File: config.mk
export PLATFORM = sky130hd
export DESIGN_NAME = uart_tx_arbiter_flat
export DESIGN_NICKNAME = d
export VERILOG_FILES = /design/src/rtl/uart_tx_arbiter_pkg.sv /design/src/rtl/uart_tx_arbiter_if.sv /design/src/rtl/uart_tx_arbiter_rr_pick.sv /design/src/rtl/uart_tx_arbiter.sv /design/src/flat_wrapper.sv
export SDC_FILE = /design/constraint.sdc
export NUM_CORES = 1
export LEC_CHECK = 0
export CELL_PAD_IN_SITES_DETAIL_PLACEMENT = 1
export CELL_PAD_IN_SITES_GLOBAL_PLACEMENT = 1
export CORE_ASPECT_RATIO = 2
export CORE_MARGIN = 2
export CORE_UTILIZATION = 28
export DETAILED_ROUTE_END_ITERATION = 10
export PLACE_DENSITY_LB_ADDON = 0.1
export REMOVE_ABC_BUFFERS = 1
export SYNTH_ARGS = -nofsm -noshare
export SYNTH_HDL_FRONTEND = slang
export SYNTH_HIERARCHICAL = 1
export SYNTH_SLANG_ARGS = --single-unit
File: constraint.sdc
create_clock -name PCLK -period 5.34 [get_ports PCLK]
set_input_delay 1.602 -clock PCLK [delete_from_list [all_inputs] [get_ports PCLK]]
set_output_delay 1.602 -clock PCLK [all_outputs]
set_load 0.05 [all_outputs]
File: src/rtl/uart_tx_arbiter_pkg.sv
// Shared types and helpers for the uart_tx byte arbiter.
package uart_arb_pkg;

   typedef enum logic [1:0] {
      S_IDLE,
      S_START,
      S_WAIT_BUSY,
      S_WAIT_DONE
   } arb_state_e;

   // Index width for an N-way requester set; never narrower than one bit.
   function automatic int idx_w(input int n);
      return (n < 2) ? 1 : $clog2(n);
   endfunction

endpackage

File: src/rtl/uart_tx_arbiter_if.sv
// Requester byte handshake plus the uart_tx start/data/busy link.
interface uart_tx_arbiter_if #(
   parameter int N_REQ = 4
);
   logic [N_REQ-1:0]        req_valid;
   logic [N_REQ-1:0][7:0]   req_data;
   logic [N_REQ-1:0]        req_last;
   logic [N_REQ-1:0]        req_ready;
   logic                    tx_start;
   logic [7:0]              tx_data;
   logic                    tx_busy;

   // Arbiter side: accepts requester bytes, drives the transmitter.
   modport master (
      input  req_valid, req_data, req_last, tx_busy,
      output req_ready, tx_start, tx_data
   );

   // Environment side: requesters and the uart_tx busy flag.
   modport slave (
      output req_valid, req_data, req_last, tx_busy,
      input  req_ready, tx_start, tx_data
   );
endinterface

File: src/rtl/uart_tx_arbiter_rr_pick.sv
// Round-robin pick: first eligible port at or after ptr, wrapping modulo N_REQ.
module rr_pick
   import uart_arb_pkg::*;
#(
   parameter int N_REQ = 4
) (
   input  logic [N_REQ-1:0]          eligible,
   input  logic [idx_w(N_REQ)-1:0]   ptr,
   output logic [idx_w(N_REQ)-1:0]   winner,
   output logic                      any
);
   localparam int IDX_W = idx_w(N_REQ);

   // Scan farthest-first so the port closest to ptr is the last to overwrite.
   always_comb begin
      int               idx;
      logic [IDX_W-1:0] sel;
      winner = '0;
      any    = 1'b0;
      idx    = 0;
      sel    = '0;
      for (int k = N_REQ - 1; k >= 0; k--) begin
         idx = int'(ptr) + k;
         if (idx >= N_REQ) idx = idx - N_REQ;
         sel = idx[IDX_W-1:0];
         if (eligible[sel]) begin
            winner = sel;
            any    = 1'b1;
         end
      end
   end
endmodule

File: src/rtl/uart_tx_arbiter.sv
// Shares one uart_tx between N_REQ byte requesters: round-robin with packet lock.
module uart_tx_arbiter
   import uart_arb_pkg::*;
#(
   parameter int N_REQ         = 4,
   parameter int LOCK_EN       = 1,
   parameter int LOCK_TIMEOUT  = 65535,
   parameter int BUSY_WAIT_MAX = 8
) (
   input  logic                     PCLK,
   input  logic                     PRESETn,
   uart_tx_arbiter_if.master        bus,
   output logic [idx_w(N_REQ)-1:0]  grant_id,
   output logic                     active,
   output logic                     locked,
   output logic                     lock_timeout,
   output logic                     start_err
);
   localparam int IDX_W = idx_w(N_REQ);
   localparam int WC_W  = $clog2(BUSY_WAIT_MAX + 1);
   localparam int IC_W  = $clog2(LOCK_TIMEOUT + 1);

   arb_state_e       state, state_nx;
   logic [IDX_W-1:0] rr_ptr, winner;
   logic [N_REQ-1:0] eligible, req_ready;
   logic             any, accept, busy_tmo, idle_tick, idle_tmo;
   logic [WC_W-1:0]  wait_cnt;
   logic [IC_W-1:0]  idle_cnt;
   logic [7:0]       tx_data;

   function automatic logic [IDX_W-1:0] inc_mod(input logic [IDX_W-1:0] v);
      return (int'(v) == N_REQ - 1) ? '0 : v + 1'b1;
   endfunction

   // While locked only the owner may win; otherwise every valid port competes.
   always_comb begin
      eligible = bus.req_valid;
      if (locked) begin
         eligible           = '0;
         eligible[grant_id] = bus.req_valid[grant_id];
      end
   end

   rr_pick #(.N_REQ(N_REQ)) u_pick (
      .eligible (eligible),
      .ptr      (rr_ptr),
      .winner   (winner),
      .any      (any)
   );

   assign accept    = (state == S_IDLE) && any;
   assign busy_tmo  = (state == S_WAIT_BUSY) && !bus.tx_busy &&
                      (wait_cnt == WC_W'(BUSY_WAIT_MAX - 1));
   assign idle_tick = (state == S_IDLE) && locked && !bus.req_valid[grant_id];
   assign idle_tmo  = idle_tick && (idle_cnt == IC_W'(LOCK_TIMEOUT - 1));

   // Ready only in idle, one-hot on the winner, so one byte per frame.
   always_comb begin
      req_ready = '0;
      if (accept) req_ready[winner] = 1'b1;
   end

   assign bus.req_ready = req_ready;
   assign bus.tx_start  = (state == S_START);
   assign bus.tx_data   = tx_data;
   assign active        = (state != S_IDLE);

   // Next-state: idle -> start pulse -> wait busy rise -> wait busy fall.
   always_comb begin
      state_nx = state;
      case (state)
         S_IDLE:      if (any) state_nx = S_START;
         S_START:     state_nx = S_WAIT_BUSY;
         S_WAIT_BUSY: if (bus.tx_busy) state_nx = S_WAIT_DONE;
                      else if (busy_tmo) state_nx = S_IDLE;
         S_WAIT_DONE: if (!bus.tx_busy) state_nx = S_IDLE;
         default:     state_nx = S_IDLE;
      endcase
   end

   // State register, busy-rise watchdog and the one-cycle error pulses.
   always_ff @(posedge PCLK or negedge PRESETn) begin
      if (!PRESETn) begin
         state        <= S_IDLE;
         wait_cnt     <= '0;
         start_err    <= 1'b0;
         lock_timeout <= 1'b0;
      end else begin
         state        <= state_nx;
         start_err    <= busy_tmo;
         lock_timeout <= idle_tmo;
         if (state == S_START)
            wait_cnt <= '0;
         else if ((state == S_WAIT_BUSY) && !bus.tx_busy && !busy_tmo)
            wait_cnt <= wait_cnt + 1'b1;
      end
   end

   // Accept captures the byte and updates lock/pointer; a stalled owner loses the lock.
   always_ff @(posedge PCLK or negedge PRESETn) begin
      if (!PRESETn) begin
         tx_data  <= '0;
         grant_id <= '0;
         rr_ptr   <= '0;
         locked   <= 1'b0;
         idle_cnt <= '0;
      end else if (accept) begin
         tx_data  <= bus.req_data[winner];
         grant_id <= winner;
         idle_cnt <= '0;
         if ((LOCK_EN != 0) && !bus.req_last[winner]) begin
            locked <= 1'b1;
         end else begin
            locked <= 1'b0;
            rr_ptr <= inc_mod(winner);
         end
      end else if (idle_tmo) begin
         locked   <= 1'b0;
         rr_ptr   <= inc_mod(grant_id);
         idle_cnt <= '0;
      end else if (idle_tick) begin
         idle_cnt <= idle_cnt + 1'b1;
      end
   end
endmodule
File: src/flat_wrapper.sv
// flat-port wrapper written by rule: the top's interface ports become plain ports
module uart_tx_arbiter_flat import uart_arb_pkg::*;
#(
   parameter int N_REQ         = 4,
   parameter int LOCK_EN       = 1,
   parameter int LOCK_TIMEOUT  = 65535,
   parameter int BUSY_WAIT_MAX = 8
)
  (PCLK, PRESETn, grant_id, active, locked, lock_timeout, start_err, bus_req_valid, bus_req_data, bus_req_last, bus_tx_busy, bus_req_ready, bus_tx_start, bus_tx_data);
  uart_tx_arbiter_if #(.N_REQ(N_REQ)) bus_i ();
  input  logic PCLK;
  input  logic PRESETn;
  output logic [idx_w(N_REQ)-1:0] grant_id;
  output logic active;
  output logic locked;
  output logic lock_timeout;
  output logic start_err;
  input wire logic [$bits(bus_i.req_valid)-1:0] bus_req_valid;
  input wire logic [$bits(bus_i.req_data)-1:0] bus_req_data;
  input wire logic [$bits(bus_i.req_last)-1:0] bus_req_last;
  input wire logic [$bits(bus_i.tx_busy)-1:0] bus_tx_busy;
  output wire logic [$bits(bus_i.req_ready)-1:0] bus_req_ready;
  output wire logic [$bits(bus_i.tx_start)-1:0] bus_tx_start;
  output wire logic [$bits(bus_i.tx_data)-1:0] bus_tx_data;
  assign bus_i.req_valid = bus_req_valid;
  assign bus_i.req_data = bus_req_data;
  assign bus_i.req_last = bus_req_last;
  assign bus_i.tx_busy = bus_tx_busy;
  assign bus_req_ready = bus_i.req_ready;
  assign bus_tx_start = bus_i.tx_start;
  assign bus_tx_data = bus_i.tx_data;
  uart_tx_arbiter #(.N_REQ(N_REQ), .LOCK_EN(LOCK_EN), .LOCK_TIMEOUT(LOCK_TIMEOUT), .BUSY_WAIT_MAX(BUSY_WAIT_MAX)) u_core (.PCLK(PCLK), .PRESETn(PRESETn), .bus(bus_i), .grant_id(grant_id), .active(active), .locked(locked), .lock_timeout(lock_timeout), .start_err(start_err));
endmodule
=== Yosys cells after proc, flatten, opt, wreduce, memory -nomap -nowiden ===
Cells that the tools add are included.
W data, S select, Z words.

* Bits of input ports: 43
* Register bits: 37
* Output and inout bits: 19
* Word-level logic and storage cells: 113

* Reductions and logical operators: 19
* Mux-type cells: 50
* Eq/ne operators: 11
* $add $sub $neg: 11
* Bitwise gates (word level): 1
* Order comparisons: 12

{| class="wikitable"
|+ Operators with widths
! cell !! count
|-
| $mux W16 || 3
|-
| $mux W2 || 17
|-
| $lt A2 B3 Y1 const B || 6
|-
| $add A16 B1 Y16 const B || 1
|-
| $bmux W8 S2 || 1
|-
| $eq A16 B16 Y1 const B || 1
|-
| $mux W4 || 4
|-
| $mux W1 || 15
|-
| $bmux W1 S2 || 6
|-
| $ge A3 B3 Y1 const B || 3
|-
| $logic_and A1 B1 Y1 || 9
|-
| $mux W8 || 1
|-
| $pmux W2 S4 || 1
|-
| $sub A2 B1 Y2 const B || 4
|-
| $add A2 B2 Y3 const B || 2
|-
| $eq A2 B1 Y1 const B || 3
|-
| $reduce_bool A2 Y1 || 3
|-
| $add A2 B1 Y2 const B || 2
|-
| $add A4 B1 Y4 const B || 1
|-
| $and A4 B4 Y4 || 1
|-
| $demux W1 S2 || 2
|-
| $eq A2 B2 Y1 const B || 2
|-
| $eq A4 B3 Y1 const B || 1
|-
| $ge A2 B1 Y1 const B || 2
|-
| 10 further kinds || 13
|}

=== Logic depth before layout (Yosys ltp) ===
Gate-level depths: netlist of run 1.

* Depth in word-level cells: 17
* Depth in mapped cells: 12
* Gate-level depth less buffers: 11

=== Hierarchy ===
The synthesis of run 1 kept the hierarchy.

{| class="wikitable"
|+ By module, submodules not included
! module !! area an instance (um^2) !! seq. area each (um^2) !! cells an instance !! instances
|-
| uart_tx_arbiter || 2268.4 || 925.9 || 228 || 1
|-
| rr_pick || 77.6 || 0.0 || 13 || 1
|}

=== Worst setup path after synthesis of run 1 ===
OpenSTA, ideal clock, no wires.

* Kind: input-to-output
* From: in bus_req_valid[3]
* To: out bus_req_ready[0]
* Path slack: -367 ps
* Required time: 3738 ps
* Arrival time: 4105 ps
* Stages on the path: 10
* Buffers on the path: 1
* Path through: mux4_2 -> and2_2 -> a22o_1 -> nand2_1 -> nor2_1 -> a211oi_2 -> buf_1 -> inv_1 -> ha_1 -> and3_1

* Longest elaborated chain between the ends: 15
* Elaborated cells between the ends (all ways): 27
* Those cells by class: order compare (2); mux (22); bitwise (1); reduce/logical (2)

{| class="wikitable"
|+ RTL lines
! what !! RTL line !! RTL
|-
| from (decl) || flat_wrapper.sv:18 || <nowiki>input wire logic [$bits(bus_i.req_valid)-1:0] bus_req_valid;</nowiki>
|-
| $bmux W1 S2 * || uart_tx_arbiter.sv:40 || <nowiki>eligible[grant_id] = bus.req_valid[grant_id];</nowiki>
|-
| $mux W1 (implied by the code) * || uart_tx_arbiter.sv:40 ||
|-
| $and A4 B4 Y4 (no source line) * || -- ||
|-
| $mux W4 * || uart_tx_arbiter.sv:38 || <nowiki>if (locked) begin</nowiki>
|-
| via u_core.eligible[2] || uart_tx_arbiter.sv:25 || <nowiki>logic [N_REQ-1:0] eligible, req_ready;</nowiki>
|-
| $bmux W1 S2 || uart_tx_arbiter_rr_pick.sv:26 || <nowiki>if (eligible[sel]) begin</nowiki>
|-
| $mux W1 (implied by the code) || uart_tx_arbiter_rr_pick.sv:26 ||
|-
| $mux W2 (3 in series) || uart_tx_arbiter_rr_pick.sv:26 ||
|-
| $mux W2 * || uart_tx_arbiter_rr_pick.sv:26 ||
|-
| via u_core.winner[0] || uart_tx_arbiter.sv:24 || <nowiki>logic [IDX_W-1:0] rr_ptr, winner;</nowiki>
|-
| $lt A2 B3 Y1 (implied by the code) / $ge A2 B1 Y1 (equally long branches) || uart_tx_arbiter.sv:60 || <nowiki>if (accept) req_ready[winner] = 1'b1;</nowiki>
|-
| $logic_and A1 B1 Y1 (implied by the code) || uart_tx_arbiter.sv:60 ||
|-
| $mux W1 (implied by the code) || uart_tx_arbiter.sv:60 ||
|-
| $demux W1 S2 * || -- ||
|-
| $mux W4 * || uart_tx_arbiter.sv:60 ||
|-
| to (decl) || flat_wrapper.sv:22 || <nowiki>output wire logic [$bits(bus_i.req_ready)-1:0] bus_req_ready;</nowiki>
|}

The timed path passes the listed nets; every way through them passes the cells marked *. The select of a mux whose other input is x is not followed.

=== Final worst setup path of run 1 ===
* From: in bus_req_valid[3]
* To: out bus_req_ready[3]

The elaborated chain is that of the path after synthesis.

==> flow_summary.ini, run 1 <==
[run_status]
outcome = complete, no violations

[logic_synthesis]
yosys.area.top_type = sky130_fd_sc_hd__dfrtp_1
post_synth.cell_area_avg_um2 = 9.73
synth_cells = 241
post_synth_main_area_contributors = sky130_fd_sc_hd__dfrtp_1 39%, sky130_fd_sc_hd__mux4_2 9.6%, sky130_fd_sc_hd__nand2_1 6.6%
number_of_enable_flip_flop_cells_after_synthesis = 0
netlist-cell-type-count = 50
netlist.area_leader.share_pct = 39.5
post-synth-top-count-cell = sky130_fd_sc_hd__nand2_1
synth_warn = 6
synth.cell_area_um2 = 2350
synthFlopType = sky130_fd_sc_hd__dfrtp_1
yosys_register_bits = 37
synth_commonest_cells = 41 x sky130_fd_sc_hd__nand2_1, 37 x sky130_fd_sc_hd__dfrtp_1, 13 x sky130_fd_sc_hd__a21oi_1
seq_area_frac_synth_pct = 39.5
async_reset_ff_share_pct = 100

[cts]
worst_skew_pair.late_latency_ns = 0.29
cts_inserted_buffers = 5
tritoncts = yes
path_clk_slew_ns = 0.06
maximum_number_of_buffers_from_clock_root_to_sink = 2
ctsRootBufferMaster = sky130_fd_sc_hd__clkbuf_16
ctsHtreeMaxLevel = 2
numClockSinks = 37

[critical_path]
timing.rr.start = u_core/grant_id[0]
arrival_time_of_data_at_the_critical_path_endpoint_ns = 3.66
highest_net_fanout_along_the_worst_path = 4
worst_setup_path_endpoint = bus_req_ready[3]
critical-path-max-stage-delay_ns = 0.48
reg2reg_slack_ns = 1.78
critical_path.slowest_cell = sky130_fd_sc_hd__mux4_2
worst_setup_path_start_kind = input pin
cp_num_cells = 11
crit_start = bus_req_valid[3]
timing.reg2reg.worst_path_depth = 13
kind_of_cell_with_the_highest_combined_delay_on_the_critical_path = compound AO/OA/AOI/OAI gates
critical_path.reg2reg.endpoint = u_core/rr_ptr[0]
criticalPathCategory = input pin to primary output
critPathCaptureType = primary output
critical_path_buf_inv_count = 3
cp_data_required_time_ns = 3.74
worstPathCellList = buf_2, mux4_2, and2_4, a22o_4, nand2b_4, a21oi_2, a211oi_2, buf_4, ha_4, and3_4, buf_12

[layout]
finish.net_count = 371
seqCellArea_um2 = 926
drive_gt1_share_pct = 25.5
num-fill-cells = 940
final_cell_area_um2 = 3470
diodes = 0
layoutNonFillerInstCount = 416
synthToLayoutAreaGrowth_pct = 47.8
multi_input_area_um2 = 1430

[sta]
maxSlewHeadroom_pct = 40.9
finClkSkew_ns = 0.00834
unrepaired_setup_endpoints_after_global_routing = no
slew_viol_final = 0
final_critical_path_setup_slack_ns = 0.0748
worst_pin_slew_ns = 0.887
report.final.setup_viol = 0
finalCriticalPeriod_ns = 5.27
fmax_mhz = 190
finalSetupTns_ns = 0
fin_crit_sh_pct = 98.6
timing_hold_violations_final = 0

[placed_design]
gp_congestion = 0.803
port-buffer-count = 61
detailed_place_hpwl_um = 5610
post-place-cells = 403
pre_cts_slack_ns = -0.391
postPlaceCellArea_um2 = 3140

[global_routing]
globalRoute.busiestLayer = met2
largest_net_degree_at_the_start_of_global_routing = 38
m2_gr_usage_pct = 34.3
grt.met1_usage_pct = 17.5
met3_usage_pct = 3.21
grt_pass1_vias = 2411
number_of_antenna_violations_at_the_first_check_in_global_routing = 0
grt.overflow.total = 0
grt_pass1_wl_um = 12200
grt_use_total_pct = 18.0

[hold_path]
holdCritPathClass = flop to flop

[power]
total_power_w = 0.00194
power-per-cell-area_nw_per_um2 = 560
max-vdd-ir-drop_v = 0.000388
p_leak_nw = 1.43

[floorplanning]
fp-row-count = 47
fp.dieW_um = 68.7
coreArea_um2 = 8230
die_h_um = 133
design.die.area_um2 = 9170
design.portCount = 62
starting_density_of_the_core_pct = 28.5

[detailed_routing]
route.vias.total = 2208
detail_route.iter0.violations = 34
drt-pass1-iter-count = 4
antenna_violating_nets_remaining = 0
viasPerCell = 5.31
route.final.wire_length_um = 7530
detail_route.drc_violations = 0
average_wire_per_cell_in_the_routed_design_um = 18.1

[flow_run]
drv.max_cap_violation_count = 0
==> worst register-to-register path, cell delays in order (launching register included) <==
cell	delay [ns]
sky130_fd_sc_hd__dfrtp_1	0.51
sky130_fd_sc_hd__mux4_2	0.57
sky130_fd_sc_hd__and2_4	0.18
sky130_fd_sc_hd__a22o_4	0.24
sky130_fd_sc_hd__nand2b_4	0.07
sky130_fd_sc_hd__a21oi_2	0.06
sky130_fd_sc_hd__a211oi_2	0.26
sky130_fd_sc_hd__buf_4	0.20
sky130_fd_sc_hd__buf_4	0.12
sky130_fd_sc_hd__buf_4	0.21
sky130_fd_sc_hd__mux4_2	0.61
sky130_fd_sc_hd__o21ai_0	0.12
sky130_fd_sc_hd__o21ai_0	0.11
sky130_fd_sc_hd__a22oi_1	0.21
==> state kept, by name, summed over array words and instances, names as in the netlist <==
register             flops
u_core/locked            1
u_core/idle_cnt         16
u_core/wait_cnt          4
u_core/state             2
u_core/rr_ptr            2
u_core/grant_id          2
u_core/bus.tx_data       8
u_core/start_err         1
u_core/lock_timeout      1
==> cell families (layout without fill, tap and decap cells) <==
family / count (synthesis) / after routing / share of synthesized area, %
mux: 12 / 12 / 10.5
flops: 37 / 37 / 39.5
compound gates: 53 / 53 / 15.6
simple gates: 103 / 103 / 23.1
fa+ha+maj: 11 / 11 / 5.87
buf+inv: 22 / 99 / 4.37
xor+xnor: 3 / 3 / 1.12
==> layout by cell type (no fill, tap or decap), drive strengths merged, types with 2 or more instances in the layout <==
cell and count:
clkdlybuf4s50 52, nand2 41, dfrtp 37, buf 28, a21oi 15, o21ai 12
ha 11, mux4 10, inv 10, nor2 10, or4 9, o31ai 7
clkbuf 6, and3 6, nand4 5, or3 5, nand3 5, nor3 4
a22o 4, nor2b 3, or2 3, o221a 3, bufinv 2, and4 2
o22ai 2, o31a 2, xor2 2, nand2b 2, a211oi 2, and2 2
nor3b 2, mux2i 2
==> metal layers <==
layer,wire (µm),vias up
met5,0,-
met4,163,0
met3,233,8
met2,4520,41
met1,2610,1117
li1,-,1042
==> report_power, final <==
part           leakage, nW  switching (W)  internal [W]
logic                0.854       0.000635      0.000489
registers            0.486      0.0000794      0.000351
clock network       0.0938       0.000122      0.000267
==> through the flow <==
step / hold slack [ns] / utilization (%)
global placement: 0.458 / 38.1
global route: 0.505 / 42.1
CTS: 0.488 / 41.4
floorplan: 0.476 / -
finish: 0.482 / 42.1
detailed placement: 0.472 / 38.1
==> area by class of cell <==
type | count | share of cell area (%)
flip-flops and latches | 37 | 26.7
multi-input cells | 182 | 41.1
clock buffers | 5 | 3.61
repair buffers | 81 | 22.1
clock inverters | 3 | 1.88
well taps | 98 | 3.54
inverters | 10 | 1.08
==> repair_timing <==
| item | in CTS | in global routing |
|---|---|---|
| buffers inserted | 2 | 3 |
| resized for setup | 23 | 18 |
| hold endpoints to repair | 0 | 0 |
| hold buffers | 0 | 0 |
| pin swaps | 7 | 7 |
| endpoints found under the setup margin | 4 | 4 |
==> worst min-delay path by stage <==
stage	end	from	depth (start not counted)	slack, ns
5_1_grt	u_core/bus.tx_data[5]	u_core/bus.tx_data[5]	2	0.50
6_report	u_core/bus.tx_data[3]	u_core/bus.tx_data[3]	2	0.48
4_1_cts	u_core/bus.tx_data[5]	u_core/bus.tx_data[5]	2	0.49
3_5_place_dp	u_core/bus.tx_data[3]	u_core/bus.tx_data[3]	2	0.47
3_3_place_gp	u_core/bus.tx_data[2]	u_core/bus.tx_data[2]	2	0.46
2_1_floorplan	u_core/start_err	u_core/wait_cnt[3]	1	0.48
No activity file was read; power rests on OpenSTA's default activity.
==> run 2, diff against run 1 <==
--- a/config.mk
+++ b/config.mk
@@ -11,6 +11,7 @@
 export CORE_MARGIN = 2
 export CORE_UTILIZATION = 28
 export DETAILED_ROUTE_END_ITERATION = 10
+export HOLD_SLACK_MARGIN = 0.02
 export PLACE_DENSITY_LB_ADDON = 0.1
 export REMOVE_ABC_BUFFERS = 1
 export SYNTH_ARGS = -nofsm -noshare
==> results of run 2 <==
No change in the layout: final DEF, timing and power equal those of run 1.
==> run 3, diff against run 2 <==
--- a/config.mk
+++ b/config.mk
@@ -9,7 +9,7 @@
 export CELL_PAD_IN_SITES_GLOBAL_PLACEMENT = 1
 export CORE_ASPECT_RATIO = 2
 export CORE_MARGIN = 2
-export CORE_UTILIZATION = 28
+export CORE_UTILIZATION = 33
 export DETAILED_ROUTE_END_ITERATION = 10
 export HOLD_SLACK_MARGIN = 0.02
 export PLACE_DENSITY_LB_ADDON = 0.1
==> flow_summary.ini, run 3 (same netlist as run 1, synthesis figures left out) <==
[run_status]
outcome = complete, no violations

[power]
p_leak_nw = 1.41
power-per-cell-area_nw_per_um2 = 543
share_comb_of_total_power_pct = 57.7
pwr-share-seq_pct = 23.2
cellInternalPower_w = 0.00105
power.clock.fraction_pct = 19.1
switching_fraction_pct = 43.8
max-vdd-ir-drop_v = 0.000401
p_sw_w = 0.000814

[layout]
multi_input_area_um2 = 1430
largest-register = u_core/idle_cnt
most_frequent_cells_in_the_layout = 52 x sky130_fd_sc_hd__clkdlybuf4s50_1, 41 x sky130_fd_sc_hd__nand2_1, 37 x sky130_fd_sc_hd__dfrtp_1
post-route-util_pct = 49.8
layout_commonest_cell = sky130_fd_sc_hd__clkdlybuf4s50_1
num-fill-cells = 822
reg.largest.list = u_core/idle_cnt (16), u_core/bus.tx_data (8), u_core/wait_cnt (4)
synthToLayoutAreaGrowth_pct = 46.1
largest_reg_flops = 16
seqCellArea_um2 = 926
finish.net_count = 368
drive_gt1_share_pct = 24.1
diodes = 0
final_cell_area_um2 = 3430

[cts]
ctsRootBufferMaster = sky130_fd_sc_hd__clkbuf_16
path_clk_slew_ns = 0.06
cts_inserted_buffers = 5
worst_skew_pair.late_latency_ns = 0.29
tritoncts = yes
cts_hold_fix_bufs = 0
numClockSinks = 37
maximum_number_of_buffers_from_clock_root_to_sink = 2
ctsHtreeMaxLevel = 2

[global_routing]
grt.overflow.total = 0
grt_pass1_wl_um = 11500
grt_pass1_vias = 2403
largest_net_degree_at_the_start_of_global_routing = 38
grt_use_total_pct = 19.1
number_of_antenna_violations_at_the_first_check_in_global_routing = 0

[detailed_routing]
detail_route.drc_violations = 0
antenna_violating_nets_remaining = 0
viasPerCell = 5.43
route.final.wire_length_um = 6840
route.vias.total = 2199
detail_route.iter0.violations = 48
drt-pass1-iter-count = 4
average_wire_per_cell_in_the_routed_design_um = 16.9

[placed_design]
pre_cts_slack_ns = -0.462
port-buffer-count = 61
detailed_place_hpwl_um = 5230
postPlaceCellArea_um2 = 3120
gp_congestion = 0.761

[sta]
fmax_mhz = 190
worst_pin_slew_ns = 0.893
finClkSkew_ns = 0.00794
maxSlewHeadroom_pct = 40.4
fin_hold_ws_ns = 0.481
slew_viol_final = 0
fin_crit_sh_pct = 98.4
report.final.setup_viol = 0
timing_hold_violations_final = 0
final_critical_path_setup_slack_ns = 0.0856
finalCriticalPeriod_ns = 5.25

[floorplanning]
fp.dieW_um = 63.6
coreArea_um2 = 6890
starting_density_of_the_core_pct = 34.1
fp-row-count = 43
design.die.area_um2 = 7840
design.portCount = 62
die_h_um = 123

[critical_path]
arrival_time_of_data_at_the_critical_path_endpoint_ns = 3.65
criticalPathCategory = input pin to primary output
highest_net_fanout_along_the_worst_path = 4
worst_setup_path_start_kind = input pin
critPathCaptureType = primary output
cp_data_required_time_ns = 3.74

[hold_path]
holdCritPathClass = flop to flop

[flow_run]
drv.max_cap_violation_count = 0
run 3: timing repair:
| item | in CTS | in global routing |
|---|---|---|
| setup buffers | 3 | 0 |
| pin swaps | 9 | 1 |
| cloned | 0 | 0 |
| resized for setup | 38 | 4 |
| setup endpoints to repair | 4 | 3 |
run 3: metrics by stage:
step	power [W]	TNS, ns	cells
global placement	0.00139	-1.37	394
CTS	0.00187	0	405
detailed placement	0.00141	-1.61	394
global route	0.00199	-0.0148	405
finish	0.00186	0	405
floorplan	0.00103	-1.86	229
run 3: per-layer routing:
| metal | routed length, µm | up-vias | global-route usage (%) |
|---|---|---|---|
| met5 | 0 | - | 0 |
| met4 | 132 | 0 | 8.29 |
| met3 | 205 | 8 | 2.91 |
| met2 | 4050 | 40 | 37.6 |
| met1 | 2450 | 1118 | 19.2 |
| li1 | - | 1033 | - |
run 3: final cells by class:
type	count	share of cell area, %
clock inverter	2	1.09
tap	90	3.28
inverter	10	1.09
timing repair buffer	78	21.7
sequential	37	27.0
multi-input combinational	182	41.8
clock buffer	6	4.05
run 3: worst paths after layout:
path / slack, ns / startpoint / endpoint / depth (start not counted)
max: 0.09 / bus_req_valid[3] / bus_req_ready[2] / 11
min: 0.48 / u_core/bus.tx_data[1] / u_core/bus.tx_data[1] / 2
max reg2reg: 1.96 / u_core/grant_id[0] / u_core/rr_ptr[0] / 12
min reg2reg: 0.48 / u_core/bus.tx_data[1] / u_core/bus.tx_data[1] / 2
max in group asynchronous: 3.34 / PRESETn / u_core/bus.tx_data[4] / 1
min in group asynchronous: 1.43 / PRESETn / u_core/idle_cnt[10] / 1
run 3: power groups by stage:
| stage | clock [W] | combinational (W) | sequential (W) |
|---|---|---|---|
| 2_1_floorplan | 0 | 0.000490 | 0.000544 |
| 3_3_place_gp | 0 | 0.000966 | 0.000429 |
| 3_5_place_dp | 0 | 0.000975 | 0.000432 |
| 4_1_cts | 0.000365 | 0.00107 | 0.000433 |
| 5_1_grt | 0.000372 | 0.00117 | 0.000446 |
| 6_report | 0.000355 | 0.00107 | 0.000432 |
run 3: critical path, cell delays in order:
cell and delay, ns:
sky130_fd_sc_hd__buf_2 0.10, sky130_fd_sc_hd__mux4_2 0.47, sky130_fd_sc_hd__and2_4 0.17, sky130_fd_sc_hd__a22o_1 0.21
sky130_fd_sc_hd__nand2b_4 0.14, sky130_fd_sc_hd__a211oi_2 0.25, sky130_fd_sc_hd__nor2_4 0.09, sky130_fd_sc_hd__buf_4 0.15
sky130_fd_sc_hd__ha_4 0.14, sky130_fd_sc_hd__and3_4 0.16, sky130_fd_sc_hd__buf_8 0.14
